$ cat src/rtl/furv_pkg.sv
// Shared definitions for the FURV core slice: load-size funct3 encodings.
package furv_pkg;

    localparam logic [2:0] F3_LB  = 3'b000;
    localparam logic [2:0] F3_LH  = 3'b001;
    localparam logic [2:0] F3_LW  = 3'b010;
    localparam logic [2:0] F3_LBU = 3'b100;
    localparam logic [2:0] F3_LHU = 3'b101;

endpackage

$ cat src/rtl/furv_ld_align.sv
// Load data extraction: selects the byte/half addressed by addr_lo and
// sign- or zero-extends it according to funct3. Purely combinational.
module furv_ld_align
    import furv_pkg::*;
(
    input  logic [31:0] data,
    input  logic [1:0]  addr_lo,
    input  logic [2:0]  funct3,
    output logic [31:0] value
);

    logic [7:0]  byte_sel;
    logic [15:0] half_sel;

    // Pick the addressed byte/half, then extend according to the load size.
    always_comb begin
        byte_sel = data[7:0];
        case (addr_lo)
            2'd0: byte_sel = data[7:0];
            2'd1: byte_sel = data[15:8];
            2'd2: byte_sel = data[23:16];
            2'd3: byte_sel = data[31:24];
            default: byte_sel = data[7:0];
        endcase
        // Halfwords are naturally aligned; only bit 1 selects the half.
        half_sel = addr_lo[1] ? data[31:16] : data[15:0];

        value = data;
        case (funct3)
            F3_LB:   value = {{24{byte_sel[7]}}, byte_sel};
            F3_LH:   value = {{16{half_sel[15]}}, half_sel};
            F3_LW:   value = data;
            F3_LBU:  value = {24'd0, byte_sel};
            F3_LHU:  value = {16'd0, half_sel};
            default: value = data;
        endcase
    end

endmodule

$ cat src/rtl/furv_wb.sv
// FURV write-back stage. Loads always win the single RF write port; ALU
// results that cannot commit wait in a small FIFO. The committed result is
// registered toward the register file. The optional decode forwarding port
// is built only when FURV_WB_BYPASS_EN is defined; otherwise it is tied off.
//
// Handshake: an ALU result transfers on a rising edge where
// ex_valid && ex_ready; ex_ready depends only on the occupancy register, so
// a slot freed by a pop is not reusable until the following cycle. Loads have
// no backpressure.
module furv_wb
    import furv_pkg::*;
#(
    parameter int FIFO_DEPTH = 2
) (
    input  logic                          clk,
    input  logic                          rst_n,
    input  logic                          ex_valid,
    input  logic [4:0]                    ex_rd,
    input  logic [31:0]                   ex_value,
    output logic                          ex_ready,
    input  logic                          ld_valid,
    input  logic [4:0]                    ld_rd,
    input  logic [31:0]                   ld_data,
    input  logic [1:0]                    ld_addr_lo,
    input  logic [2:0]                    ld_funct3,
    output logic [4:0]                    wb_rel_rd,
    output logic [31:0]                   wb_rd_value,
    output logic                          wb_rd_ready,
    output logic [$clog2(FIFO_DEPTH):0]   wb_pending,
    output logic                          byp_valid,
    output logic [4:0]                    byp_rd,
    output logic [31:0]                   byp_value
);

    localparam int PW = $clog2(FIFO_DEPTH);
    localparam int CW = PW + 1;

    logic [PW-1:0] rd_ptr;
    logic [PW-1:0] wr_ptr;
    logic [CW-1:0] count;
    logic [4:0]    q_rd  [FIFO_DEPTH];
    logic [31:0]   q_val [FIFO_DEPTH];

    logic [31:0]   ld_value;
    logic          accept;
    logic          pop;
    logic          enq;
    logic          commit;
    logic [4:0]    commit_rd;
    logic [31:0]   commit_value;

    furv_ld_align u_ld_align (
        .data    (ld_data),
        .addr_lo (ld_addr_lo),
        .funct3  (ld_funct3),
        .value   (ld_value)
    );

    assign ex_ready   = (count != CW'(FIFO_DEPTH));
    assign accept     = ex_valid && ex_ready;
    assign wb_pending = count;

    // Arbitrate the write port: load, else queue head, else direct ALU bypass.
    always_comb begin
        pop          = 1'b0;
        enq          = 1'b0;
        commit       = 1'b0;
        commit_rd    = 5'd0;
        commit_value = 32'd0;
        if (ld_valid) begin
            commit       = 1'b1;
            commit_rd    = ld_rd;
            commit_value = ld_value;
            enq          = accept;
        end else if (count != '0) begin
            pop          = 1'b1;
            commit       = 1'b1;
            commit_rd    = q_rd[rd_ptr];
            commit_value = q_val[rd_ptr];
            enq          = accept;
        end else if (accept) begin
            commit       = 1'b1;
            commit_rd    = ex_rd;
            commit_value = ex_value;
        end
    end

    // Queue storage; contents need no reset since occupancy gates every read.
    always_ff @(posedge clk) begin
        if (enq) begin
            q_rd[wr_ptr]  <= ex_rd;
            q_val[wr_ptr] <= ex_value;
        end
    end

    // Pointers wrap naturally because the depth is a power of two.
    always_ff @(posedge clk or negedge rst_n) begin
        if (!rst_n) begin
            rd_ptr <= '0;
            wr_ptr <= '0;
            count  <= '0;
        end else begin
            if (pop) rd_ptr <= rd_ptr + PW'(1);
            if (enq) wr_ptr <= wr_ptr + PW'(1);
            case ({enq, pop})
                2'b10:   count <= count + CW'(1);
                2'b01:   count <= count - CW'(1);
                default: count <= count;
            endcase
        end
    end

    // Register the committed result; rd=0 results consume a slot but are never emitted.
    always_ff @(posedge clk or negedge rst_n) begin
        if (!rst_n) begin
            wb_rd_ready <= 1'b0;
            wb_rel_rd   <= 5'd0;
            wb_rd_value <= 32'd0;
        end else begin
            wb_rd_ready <= commit && (commit_rd != 5'd0);
            if (commit && (commit_rd != 5'd0)) begin
                wb_rel_rd   <= commit_rd;
                wb_rd_value <= commit_value;
            end
        end
    end

`ifdef FURV_WB_BYPASS_EN
    assign byp_valid = wb_rd_ready;
    assign byp_rd    = wb_rel_rd;
    assign byp_value = wb_rd_value;
`else
    assign byp_valid = 1'b0;
    assign byp_rd    = 5'd0;
    assign byp_value = 32'd0;
`endif

endmodule

$ cat config.mk
export PLATFORM = sky130hd
export DESIGN_NAME = furv_wb
export DESIGN_NICKNAME = d
export VERILOG_FILES = /design/src/rtl/furv_pkg.sv /design/src/rtl/furv_ld_align.sv /design/src/rtl/furv_wb.sv
export SDC_FILE = /design/constraint.sdc
export NUM_CORES = 1
export LEC_CHECK = 0
export BUFFER_PORTS_ARGS = -buffer_cell sky130_fd_sc_hd__buf_2
export CAP_MARGIN = 40
export CORE_MARGIN = 2
export CORE_UTILIZATION = 24
export DETAILED_ROUTE_END_ITERATION = 6
export HOLD_SLACK_MARGIN = 0.02
export PLACE_DENSITY = 0.4
export SYNTH_ARGS = -nofsm -noshare
export SYNTH_HDL_FRONTEND = slang
export SYNTH_SLANG_ARGS = --single-unit
$ cat constraint.sdc
create_clock -name clk -period 6.4 [get_ports clk]
set_input_delay 0.64 -clock clk [delete_from_list [all_inputs] [get_ports clk]]
set_output_delay 0.64 -clock clk [all_outputs]
set_load 0.01 [all_outputs]
# After elaboration in Yosys (flattened, before gate mapping)
# Memories as Yosys holds them, arrays and structs flattened.
# Cells that the tools add are included.
[op_classes] addsub=4 n_eq_ne=9 n_mux=19 n_reduce_logical=7
[ops] cell="case mux 32 bit (4 select lines)" count=1
[ops] cell="two-way mux 32 bit" count=3
[ops] cell="case mux 8 bit (4 select lines)" count=1
[ops] cell="two-way mux 16 bit" count=1
[ops] cell="two-way mux 5 bit" count=3
[ops] cell="two-way mux 1 bit" count=9
[ops] cell="== test 2 bit (second input constant)" count=3
[ops] cell="== test 3 bit (second input constant)" count=2
[ops] cell="nonzero test 5 bit" count=1
[ops] cell="== test 2 x 1 -> 1 bit (second input constant)" count=2
[ops] cell="case mux 2 bit (2 select lines)" count=1
[ops] cell="nonzero test 2 bit" count=2
[ops] cell="== test 3 x 1 -> 1 bit (second input constant)" count=1
[ops] cell="logical NOT 3 bit" count=1
[ops] cell="adder 1 bit (second input constant)" count=2
[ops] cell="adder 2 x 1 -> 2 bit (second input constant)" count=1
[ops] cell="logical AND 1 bit" count=2
[ops] cell="logical NOT 2 bit" count=1
[ops] cell="!= test 2 bit (second input constant)" count=1
[ops] cell="subtractor 2 x 1 -> 2 bit (second input constant)" count=1
[totals] reg_bits=42 ramBits=74 in_bits=83 out_inout_bits=79 elab_cells=47 memories=2
[memory_table] memory="q_val" words=2 word_bits=32 read_ports=1 rd_ports_with_merged_regs=0 write_ports=1 line_no="furv_wb.sv:42" rtl="logic [31:0] q_val [FIFO_DEPTH];"
[memory_table] memory="q_rd" words=2 word_bits=5 read_ports=1 rd_ports_with_merged_regs=0 write_ports=1 line_no="furv_wb.sv:41" rtl="logic [4:0] q_rd [FIFO_DEPTH];"

# Logic depth before layout (Yosys ltp)
# Gate-level depths: netlist of run 1.
[depth] depth_word=7 depth_mapped=9 depth_no_buf=7

# Hierarchy
# A second synthesis of run 1 with hierarchy kept.
[hier_totals] cells_unflattened=538 area_unflattened_um2=6178.4
[modules_own_cells] mod="furv_wb" instances=1 cells_each=428 area_per_inst_um2=5529.1
[modules_own_cells] mod="furv_ld_align" instances=1 cells_each=110 area_per_inst_um2=649.4

# Worst setup path after synthesis of run 1
# OpenSTA, ideal clock, no wires.
[synth_timing] path_type="input to register" from="input ex_valid" to="memory q_rd[0][0], enable pin" setup_ns=0.431 arrival_ns=2.753 required_time_ns=5.969 setup_slack_ns=3.215 stages=3 path_buffers=1 path_cell_list="clkbuf_1 -> o21ai_0 -> nor2_1"
[synth_via] elab_chain_len=5
[synth_rtl] item="from (decl)" line_no="furv_wb.sv:17" rtl="input logic ex_valid,"
[synth_rtl] item="logical AND 1 bit *" line_no="furv_wb.sv:60" rtl="assign accept = ex_valid && ex_ready;"
[synth_rtl] item="two-way mux 1 bit" line_no="furv_wb.sv:75" rtl="end else if (count != '0) begin"
[synth_rtl] item="two-way mux 1 bit *" line_no="furv_wb.sv:70" rtl="if (ld_valid) begin"
[synth_rtl] item="two-way mux 1 bit *" line_no="furv_wb.sv:90" rtl="if (enq) begin"
[synth_rtl] item="two-way mux 1 bit (not written as such) *" line_no="furv_wb.sv:91" rtl="q_rd[wr_ptr] <= ex_rd;"
[synth_rtl] item="to (decl)" line_no="furv_wb.sv:41"
# Mark *: on every way between the ends. The rest lies on a longest branch, timed or not.

# Final worst setup path of run 1
[layout_timing] from="input ld_valid" to="register wb_rd_value[22]"
[layout_via] elab_chain_len=3 word_cells_on_any_way=5 cone_classes="mux (3); reduce/logical (2)"
[layout_rtl] item="from (decl)" line_no="furv_wb.sv:21" rtl="input logic ld_valid,"
[layout_rtl] item="two-way mux 5 bit" line_no="furv_wb.sv:70"
[layout_rtl] item="nonzero test 5 bit" line_no="furv_wb.sv:121" rtl="if (commit && (commit_rd != 5'd0)) begin"
[layout_rtl] item="logical AND 1 bit" line_no="furv_wb.sv:121"
[layout_rtl] item="to (signal assigned)" line_no="furv_wb.sv:123" rtl="wb_rd_value <= commit_value;"
[layout_rtl] item="to (decl)" line_no="furv_wb.sv:27" rtl="output logic [31:0] wb_rd_value,"
# Several ways; a longest one is shown, not always the timed one.
# A chain may end at the register's enable or synchronous reset.

==> reports/qor.csv, run 1 <==
metric;value;unit
power;0.002810;W
vias;4049;
h-tree-depth;4;
clock_sink_count;116;
crit_fanout;36;
max_stage_delay;0.51;ns
io_buffers;123;
synth_top_area_frac;0.3915;
synth_simple_gate_area_frac;0.04960;
synthesis.area;5675;sq um
path_cells;buf_2 > inv_1 > buf_16 > o21ai_1 > buf_4 > o2111ai_2 > nor3b_4 > buf_4 > mux2_2;
drcViolationCount;0;
endpoint_kind;flip-flop;
top_layer;met4;
worstSetupPathType;input pin to flip-flop;
synthFlopType;edfxtp_1;
slew_viol_final;0;
wl_per_cell;19.26;um
syn_avg_cell_area;12.93;sq um
synth-adder-area-share;0.002205;
clkPwrFrac;0.310;
synthMuxAreaShare;0.1517;
ys_seq_elements;116;
synth-xor-area-share;0.007716;
initial_core_util;0.2432;
gp_congestion;0.7740;
post_cts_buffers;0;
grt_overflow_total;0;
drive_above_1_share;0.3281;
p_leak;2.853;nW
grt_pass1_vias;4060;
vias_per_cell;4.534;
holdWs;0.2748;ns
hold_buffers;0;
first_iter_violations;335;
netlist_top_cells_count;edfxtp_1, dfrtp_1, buf_4;
fill_cells;2389;
m1WireLength;7994;um
dp_hpwl;12210;um
antenna_found_initial;1;
finalHoldViolations;0;
grt_usage;0.1405;
synth_edf_count;74;
synth_top_family_by_area;multiplexers;
crit_family;buffers and inverters;
drt-total-wl;17200;um
rsz0062_at_grt;false;
ios;162;
syn_to_final_growth;24.58;%
ys_top_cells_by_area;edfxtp_1, dfrtp_1, mux2i_1;
setup_tns;0;ns
grt_pass1_wl;25250;um
arrival;3.57;ns
clock_skew;0.007947;ns
post_cts_resize_count;0;
grt_max_degree;37;
relSlewSlack;0.3888;
period_needed;3.282;ns
coreArea;23330;sq um
cts_made_buffers;17;
synth-compound-area-share;0.1303;
cellPowerDensity;397.4;nW/um^2
period_share;0.5128;
peakVddDrop;0.1842;mV
switching_share;0.3159;
fp-row-count;56;
routed-wl-met3;1345;um
crit_required;6.69;ns
firstDrtPassIters;5;
async_flop_share;0.3621;
fin_nets;645;
startpoint;ld_valid;
max_freq;304.7;MHz
path_clk_slew;0.05;ns
combPwrFrac;0.281;
cts_tree;yes;
final_util;0.3030;
path_buf_inv;5;
crit_slowest_cell;buf_4;
internal-power;0.001922;W
detail-route-antenna-nets;0;
dr_wl_met2;7623;um
finalSetupViolations;0;
dieArea;24890;sq um
tightest_slew;0.9072;ns
cap_violations;0;
seqPwrFrac;0.409;
fp.dieH;157.8;um
synth_top_cell_by_area;edfxtp_1;
die_w;157.8;um
path_common_cell;buf_4;
clk_latency;0.41;ns
hp-class;input pin to asynchronous set/reset pin;
yosysMostFrequentCell;edfxtp_1;
synthDistinctLibCells;49;
yosysWarnings;0;
status;completed;
p_sw;0.0008876;W
worstReg2RegStart;rd_ptr;
root_buffer;clkbuf_16;
syn_inst;439;
clockBufferDepth;2;
start_kind;input pin;
ys_seq_area_frac;0.5767;
[per-layer routing]
layer	vias to the layer above	GRT usage
met5	-	0
met1	1998	0.1948
li1	1851	-
met3	13	0.03942
met2	187	0.2124
met4	0	0.04286
[path summary, 6_finish.rpt]
kind	endpoint	cells past startpoint	slack, ns
setup / recovery	wb_rd_value[22]	9	3.12
hold / removal	wb_rd_value[14]	1	0.27
setup reg to reg	wb_rd_value[22]	7	3.31
hold reg to reg	wb_rel_rd[1]	1	0.47
max in group asynchronous	wb_rd_value[29]	2	5.57
min in group clk	q_rd[0][0]	1	0.44
[registers in the layout, summed over array words and instances (netlist names)]
signal       cells
q_val           64
wb_rd_value     32
q_rd            10
wb_rel_rd        5
wb_pending       2
rd_ptr           1
wb_rd_ready      1
wr_ptr           1
[power by group through the flow]
stage / clock (W) / combinational (W) / sequential, W
after global routing: 0.000927 / 0.000863 / 0.00117
after global placement: 0 / 0.000787 / 0.00116
after CTS: 0.000892 / 0.000804 / 0.00115
final: 0.000872 / 0.000790 / 0.00115
after detailed placement: 0 / 0.000801 / 0.00116
after floorplan: 0 / 0.000502 / 0.00115
[per-stage QoR]
stage / instance area [sq um] / cells / setup WS [ns]
after floorplan: 5814 / 476 / 3.215
after global placement: 6466 / 858 / 2.506
after detailed placement: 6529 / 861 / 2.723
after CTS: 7068 / 892 / 3.138
after global routing: 7068 / 892 / 2.964
final: 7071 / 893 / 3.118
[placed cells by master, fill, tap and decap left out, types with 4 or more instances in the layout]
cell type and n:
buf_2 123, edfxtp_1 74, dfrtp_1 41, conb_1 38, o21ai_0 34, mux2i_1 32
mux2_1 26, nand2_1 26, mux2_2 22, clkbuf_16 17, o221ai_1 15, a222oi_1 13
o22ai_1 10, nor2_1 8, or3_1 8, inv_1 7, a21oi_1 7, buf_4 7
clkbuf_1 5, a31oi_1 4, xnor2_1 4, clkinv_2 4
[cell families after synthesis]
group	count (synthesis)
buffers and inverters	74
AO/OA/AOI/OAI	104
AND/OR/NAND/NOR	58
other	1
XOR/XNOR	5
adder cells (fa/ha/maj)	1
flip-flops	116
multiplexers	80
[final cells by class]
type / count / area, sq um / share of cell area
inverter: 8 / 30.03 / 0.004247
tap: 319 / 399.1 / 0.05645
clock inverter: 6 / 53.80 / 0.007609
multi-input combinational: 286 / 2102 / 0.2973
sequential: 116 / 3274 / 0.4631
antenna: 1 / 2.502 / 0.0003539
timing repair buffer: 132 / 723.2 / 0.1023
clock buffer: 25 / 485.5 / 0.06866
(Power assumes the default switching activity.)
==> run 2: changes to the inputs <==
--- a/config.mk
+++ b/config.mk
@@ -5,13 +5,14 @@
 export SDC_FILE = /design/constraint.sdc
 export NUM_CORES = 1
 export LEC_CHECK = 0
+export ABC_AREA = 1
 export BUFFER_PORTS_ARGS = -buffer_cell sky130_fd_sc_hd__buf_2
 export CAP_MARGIN = 40
 export CORE_MARGIN = 2
 export CORE_UTILIZATION = 24
 export DETAILED_ROUTE_END_ITERATION = 6
 export HOLD_SLACK_MARGIN = 0.02
-export PLACE_DENSITY = 0.4
+export PLACE_DENSITY = 0.41
 export SYNTH_ARGS = -nofsm -noshare
 export SYNTH_HDL_FRONTEND = slang
 export SYNTH_SLANG_ARGS = --single-unit
==> constraint.sdc (replaced) <==
create_clock -name clk -period 2.64 [get_ports clk]
set_input_delay 0.264 -clock clk [delete_from_list [all_inputs] [get_ports clk]]
set_output_delay 0.264 -clock clk [all_outputs]
set_load 0.01 [all_outputs]
==> run 2 against run 1 <==
  * Total power grew to 2.7 times the previous value
  * Register-to-register slack lost 2.7 ns
  * Via count grew 26%
  * Flip-flop and latch count is the same
  * Combinational power grew to 3.3 times the previous value
  * Cell count grew 34%
  * Largest cell class unchanged
  * Highest routed layer is now met5
==> reports/qor.csv, run 2 <==
metric;value;unit;change
peakVddDrop;0.3171;mV;+72%
slew_viol_final;0;;unchanged
rr_worst_depth;8;;+1
coreArea;25840;sq um;+11%
start_kind;flip-flop;;
syn_to_final_growth;22.24;%;
synthesis.area;6251;sq um;+10%
cap_violations;0;;unchanged
clk_latency;0.42;ns;about the same
fp-row-count;59;;+5.4%
synthMuxAreaShare;0.01441;;-0.1373
tightest_slew;0.5888;ns;-0.3184 ns
path_clk_slew;0.06;ns;about the same
gp_congestion;0.7914;;+2.2%
endpoint_kind;flip-flop;;
clockBufferDepth;2;;unchanged
fill_cells;2784;;+17%
netlist_top_cells_count;nand2_1, edfxtp_1, inv_1;;
crit_fanout;37;;+2.8%
synth-compound-area-share;0.06926;;-0.06104
antenna_found_initial;2;;+1
ios;162;;unchanged
ys_seq_elements;116;;unchanged
synth_simple_gate_area_frac;0.2588;;+0.2092
fin_nets;930;;+44%
synthFlopType;edfxtp_1;;
final_util;0.2957;;-0.007297
reg_top3;q_val: 64 flops, wb_rd_value: 32 flops, q_rd: 10 flops;;
yosysWarnings;0;;unchanged
vias_per_cell;4.260;;-6.0%
clock_sink_count;116;;unchanged
grt_pass1_vias;4797;;+18%
grt_usage;0.1515;;+0.01100
drcViolationCount;0;;unchanged
status;completed;;
multi_input_area;2346;sq um;+12%
diodes;0;;-1
initial_core_util;0.2419;;-0.001306
setup_slack;0.5714;ns;-2.547 ns
grt_overflow_total;0;;unchanged
largest_register_ff_count;64;;unchanged
h-tree-depth;4;;unchanged
cellPowerDensity;1006;nW/um^2;+150%
max_freq;483.4;MHz;
firstDrtPassIters;4;;-1
drive_above_1_share;0.2130;;-0.1151
arrival;2.42;ns;-1.15 ns
final_cells;1194;;+34%
dp_hpwl;15060;um;+23%
cts_made_buffers;17;;unchanged
synth-xor-area-share;0.005604;;-0.002112
yosysMostFrequentCell;nand2_1;;
period_needed;2.069;ns;
relSlewSlack;0.6075;;+0.2186
synth-adder-area-share;0.002002;;-0.0002030
finalSetupViolations;0;;unchanged
crit_required;2.99;ns;-3.70 ns
fp.dieH;165.4;um;+4.8%
synth_top_cell_by_area;edfxtp_1;;
syn_avg_cell_area;8.551;sq um;-34%
syn_inst;731;;+67%
hold_depth;1;;
dp_cells;1161;;+35%
cts_tree;yes;;
startpoint;wb_pending[0];;
ys_seq_area_frac;0.5236;;-0.05310
worstSetupPathType;flip-flop to flip-flop;;
clock_skew;0.01106;ns;+0.003109 ns
synthDistinctLibCells;32;;-35%
root_buffer;clkbuf_16;;
io_buffers;123;;unchanged
period_share;0.7835;;
detail-route-antenna-nets;0;;unchanged
vias;5087;;+26%
async_flop_share;0.3621;;unchanged
post_cts_resize_count;0;;unchanged
wl_per_cell;16.86;um;-12%
min_from;ex_value[6];;
ys_top_cells_by_area;edfxtp_1, dfrtp_1, nand2_1;;
synth_edf_count;74;;unchanged
die_w;165.4;um;+4.8%
seq_area;3273;sq um;about the same
hp-class;input pin to flip-flop;;
post-place-ws;0.5951;ns;-2.128 ns
synth_top_area_frac;0.3555;;-0.03605
worstReg2RegStart;wb_pending[0];;
mostFrequentLayoutCells;nand2_1, buf_2, edfxtp_1;;
rsz0062_at_grt;false;;
grt_pass1_wl;29930;um;+19%
first_iter_violations;321;;-4.2%
final_common_cell;nand2_1;;
finalHoldViolations;0;;unchanged
synth_top_family_by_area;simple AND/OR/NAND/NOR gates;;
p_leak;3.624;nW;+27%
drt-total-wl;20130;um;+17%
largest-register;q_val;;
grt_max_degree;39;;+5.4%
dieArea;27350;sq um;+9.9%
[run 2: worst paths after layout]
kind | end | slack (ns)
max in group asynchronous | wb_rel_rd[2] | 1.76
min in group asynchronous | wb_pending[1] | 0.34
min reg2reg | wb_rel_rd[4] | 0.51
max reg2reg | wb_rd_value[0] | 0.57
max | wb_rd_value[0] | 0.57
min | q_val[0][6] | 0.05
[run 2: cells by family after synthesis]
group / Yosys count
simple gates: 381
buf+inv: 143
fa+ha+maj: 1
other cells: 1
mux: 9
flops: 116
compound gates: 76
xor+xnor: 4
[run 2: report_power, final]
group	total, W	internal [W]	switching [W]	leakage, nW
Sequential	0.00282	0.00254	0.000279	1.19
Clock	0.00227	0.00145	0.000823	0.285
Combinational	0.00260	0.000833	0.00177	2.15
Total	0.00769	0.00482	0.00287	3.62
[run 2: worst max-delay path, cell delays in order, from the launching register on]
cell,delay (ns)
dfrtp_1,0.45
nor2_4,0.24
nor2_4,0.14
nand2_1,0.08
nand3_1,0.19
nor2_2,0.20
buf_4,0.40
nand4_1,0.17
nand2_1,0.11
[run 2: repair_timing]
action                    4_1_cts  5_1_grt
setup buffers                   0        0
hold endpoints to repair       15        0
hold buffers                    1        0
[run 2: routing by layer]
metal / vias up / part of all wire / global-route usage / wire length, um
met5: - / 0.00089 / 0 / 18
met4: 4 / 0.010 / 0.03997 / 205
met3: 18 / 0.051 / 0.03397 / 1022
met2: 158 / 0.44 / 0.2254 / 8821
met1: 2345 / 0.50 / 0.2210 / 10060
li1: 2562 / - / - / -
[run 2: area by class of cell]
class	instances	share of cell area
clock buffer	25	0.06763
tap	335	0.05486
multi-input combinational	509	0.3070
timing repair buffer	140	0.1025
clock inverter	7	0.009170
sequential	116	0.4284
inverter	62	0.03046
[run 2: metrics by stage]
step	hold WS (ns)	cell area, sq um	setup TNS [ns]	total power [W]
final	0.05284	7641	0	0.007686
after global routing	0.02892	7641	0	0.008231
after CTS	0.03123	7641	0	0.007809
after detailed placement	0.2649	7044	0	0.005503
after global placement	0.4730	7024	0	0.005510
after floorplan	-0.03159	6390	-19.55	0.004526
==> run 3: changes to the inputs <==
--- a/config.mk
+++ b/config.mk
@@ -5,14 +5,14 @@
 export SDC_FILE = /design/constraint.sdc
 export NUM_CORES = 1
 export LEC_CHECK = 0
-export ABC_AREA = 1
+export ABC_AREA = 0
 export BUFFER_PORTS_ARGS = -buffer_cell sky130_fd_sc_hd__buf_2
 export CAP_MARGIN = 40
 export CORE_MARGIN = 2
 export CORE_UTILIZATION = 24
 export DETAILED_ROUTE_END_ITERATION = 6
 export HOLD_SLACK_MARGIN = 0.02
-export PLACE_DENSITY = 0.41
+export PLACE_DENSITY = 0.4
 export SYNTH_ARGS = -nofsm -noshare
 export SYNTH_HDL_FRONTEND = slang
 export SYNTH_SLANG_ARGS = --single-unit
==> constraint.sdc (replaced) <==
create_clock -name clk -period 2.05 [get_ports clk]
set_input_delay 0.205 -clock clk [delete_from_list [all_inputs] [get_ports clk]]
set_output_delay 0.205 -clock clk [all_outputs]
set_load 0.01 [all_outputs]
==> run 3 against run 2 <==
  * Cell count decreased by 20%
  * The run now ends with setup timing left
  * Core utilization rose by 4.3 points
  * Register-to-register slack worse by 0.77 ns
  * Clock power grew 29%
  * Global-route usage fell by 0.57 points
  * Sequential share of layout area is 1.4 points lower
  * Via count decreased by 14%
  * First-iteration DRC count shrank 5.3%
  * Setup slack lost 0.77 ns
  * Critical path depth fell by 1
  * Total power up 25%
  * Die area decreased by 9.0%
==> reports/qor.csv, run 3 (synthesis gave the netlist of run 1 again) <==
metric;value;unit;change
dp_cells;886;;-24%
top_layer;met5;;
max_freq;443.9;MHz;-8.2%
routed-wl-met3;1012;um;-0.98%
root_buffer;clkbuf_16;;
first_iter_violations;304;;-5.3%
grt_pass1_wl;26430;um;-12%
drive_above_1_share;0.3878;;+0.1747
slew_viol_final;0;;unchanged
setup_tns;-5.556;ns;-5.556 ns
io_buffers;123;;unchanged
peakVddDrop;0.6045;mV;+91%
final_common_cell;buf_2;;
period_share;1.099;;+0.3153
vias;4367;;-14%
reg_top3;q_val: 64 flops, wb_rd_value: 32 flops, q_rd: 10 flops;;
rsz0062_at_grt;true;;
cts_tree;yes;;
crit_fanout;8;;-78%
setup_slack;-0.2027;ns;-0.7741 ns
fin_nets;708;;-24%
start_kind;flip-flop;;
clk_latency;0.42;ns;about the same
grt_usage;0.1458;;-0.005710
cap_violations;0;;unchanged
worstReg2RegStart;q_rd[1][3];;
ios;162;;unchanged
fp.dieH;157.8;um;-4.6%
h-tree-depth;4;;unchanged
die_w;157.8;um;-4.6%
grt_overflow_total;0;;unchanged
endpoint_kind;flip-flop;;
largest-register;q_val;;
finalHoldViolations;0;;unchanged
wl_per_cell;19.31;um;+15%
fp-row-count;56;;-5.1%
syn_to_final_growth;39.22;%;
grt_pass1_vias;4402;;-8.2%
antenna_found_initial;2;;unchanged
tightest_slew;0.7415;ns;+0.1527 ns
clock_sink_count;116;;unchanged
failed_checks;setup timing;;
startpoint;q_rd[1][3];;
dr_wl_met2;9010;um;+2.1%
mostFrequentLayoutCells;buf_2, edfxtp_1, dfrtp_1;;
finalSetupViolations;36;;+36
m1WireLength;8097;um;-20%
hp-class;input pin to flip-flop;;
min_from;ex_value[0];;
worstSetupPathType;flip-flop to flip-flop;;
status;finished with violations;;
coreArea;23330;sq um;-9.7%
finalInstanceArea;7901;sq um;+3.4%
cts_made_buffers;17;;unchanged
relSlewSlack;0.5047;;-0.1028
path_clk_slew;0.05;ns;about the same
vias_per_cell;4.563;;+7.1%
drt-total-wl;18480;um;-8.2%
dp_hpwl;13100;um;-13%
period_needed;2.253;ns;+0.1841 ns
place_area;6764;sq um;-4.0%
clock_skew;0.01042;ns;-0.0006376 ns
clockBufferDepth;2;;unchanged
post-place-ws;-0.1823;ns;-0.7774 ns
arrival;2.55;ns;+0.13 ns
initial_core_util;0.2432;;+0.001306
crit_required;2.35;ns;-0.64 ns
final_cells;957;;-20%
drcViolationCount;0;;unchanged
power;0.009598;W;+25%
largest_register_ff_count;64;;unchanged
gp_congestion;0.8062;;+1.9%
firstDrtPassIters;6;;+2
cellPowerDensity;1215;nW/um^2;+21%
dieArea;24890;sq um;-9.0%
p_leak;3.268;nW;-9.8%
grt_max_degree;25;;-36%
detail-route-antenna-nets;0;;unchanged
## run 3: worst max-delay path: stages, from the launching register on
cell	delay [ns]
edfxtp_1	0.39
or4b_4	0.57
o41ai_4	0.07
o2111ai_2	0.19
nor3b_4	0.25
buf_6	0.17
clkbuf_16	0.17
mux2_1	0.32
## run 3: path summary, 6_finish.rpt
path                                         to  depth (start not counted)  slack, ns
worst max-delay path            wb_rd_value[27]                          7      -0.20
worst min-delay path                q_val[1][0]                          1       0.03
worst max register to register  wb_rd_value[27]                          7      -0.20
worst min register to register     wb_rel_rd[1]                          1       0.49
max in group asynchronous                rd_ptr                          3       1.14
min in group asynchronous          wb_rel_rd[0]                          2       0.33
## run 3: layout make-up
| class | count | area (sq um) |
|---|---|---|
| Multi-Input combinational cell | 286 | 2236 |
| Antenna cell | 1 | 2.502 |
| Timing Repair Buffer | 195 | 1385 |
| Clock buffer | 20 | 436.7 |
| Inverter | 8 | 30.03 |
| Clock inverter | 12 | 137.6 |
| Tap cell | 319 | 399.1 |
| Sequential cell | 116 | 3274 |
| Fill cell | 2366 | 15430 |
## run 3: report_power, final
group          internal [W]  leakage, nW  switching (W)
Combinational       0.00156         1.80        0.00159
Sequential          0.00318         1.19       0.000331
Clock               0.00189        0.278        0.00104
## run 3: metal layers
metal / global-route usage / vias to the layer above
li1: - / 1984
met1: 0.1842 / 2195
met2: 0.2391 / 164
met3: 0.03477 / 22
met4: 0.05974 / 2
met5: 0 / -
## run 3: timing repair
item,CTS,global route
gates cloned,0,3
hold endpoints to repair,78,0
resized for setup,6,29
setup endpoints to repair,35,35
pin swaps,0,1
hold buffers,31,0
setup buffers,0,4
## run 3: metrics by stage
step                      utilization  hold slack, ns
after detailed placement       0.2899          0.2427
after floorplan                     -        -0.09059
final                          0.3386         0.03347
after global placement         0.2896          0.2329
after CTS                      0.3289         0.02137
after global routing           0.3386         0.02150
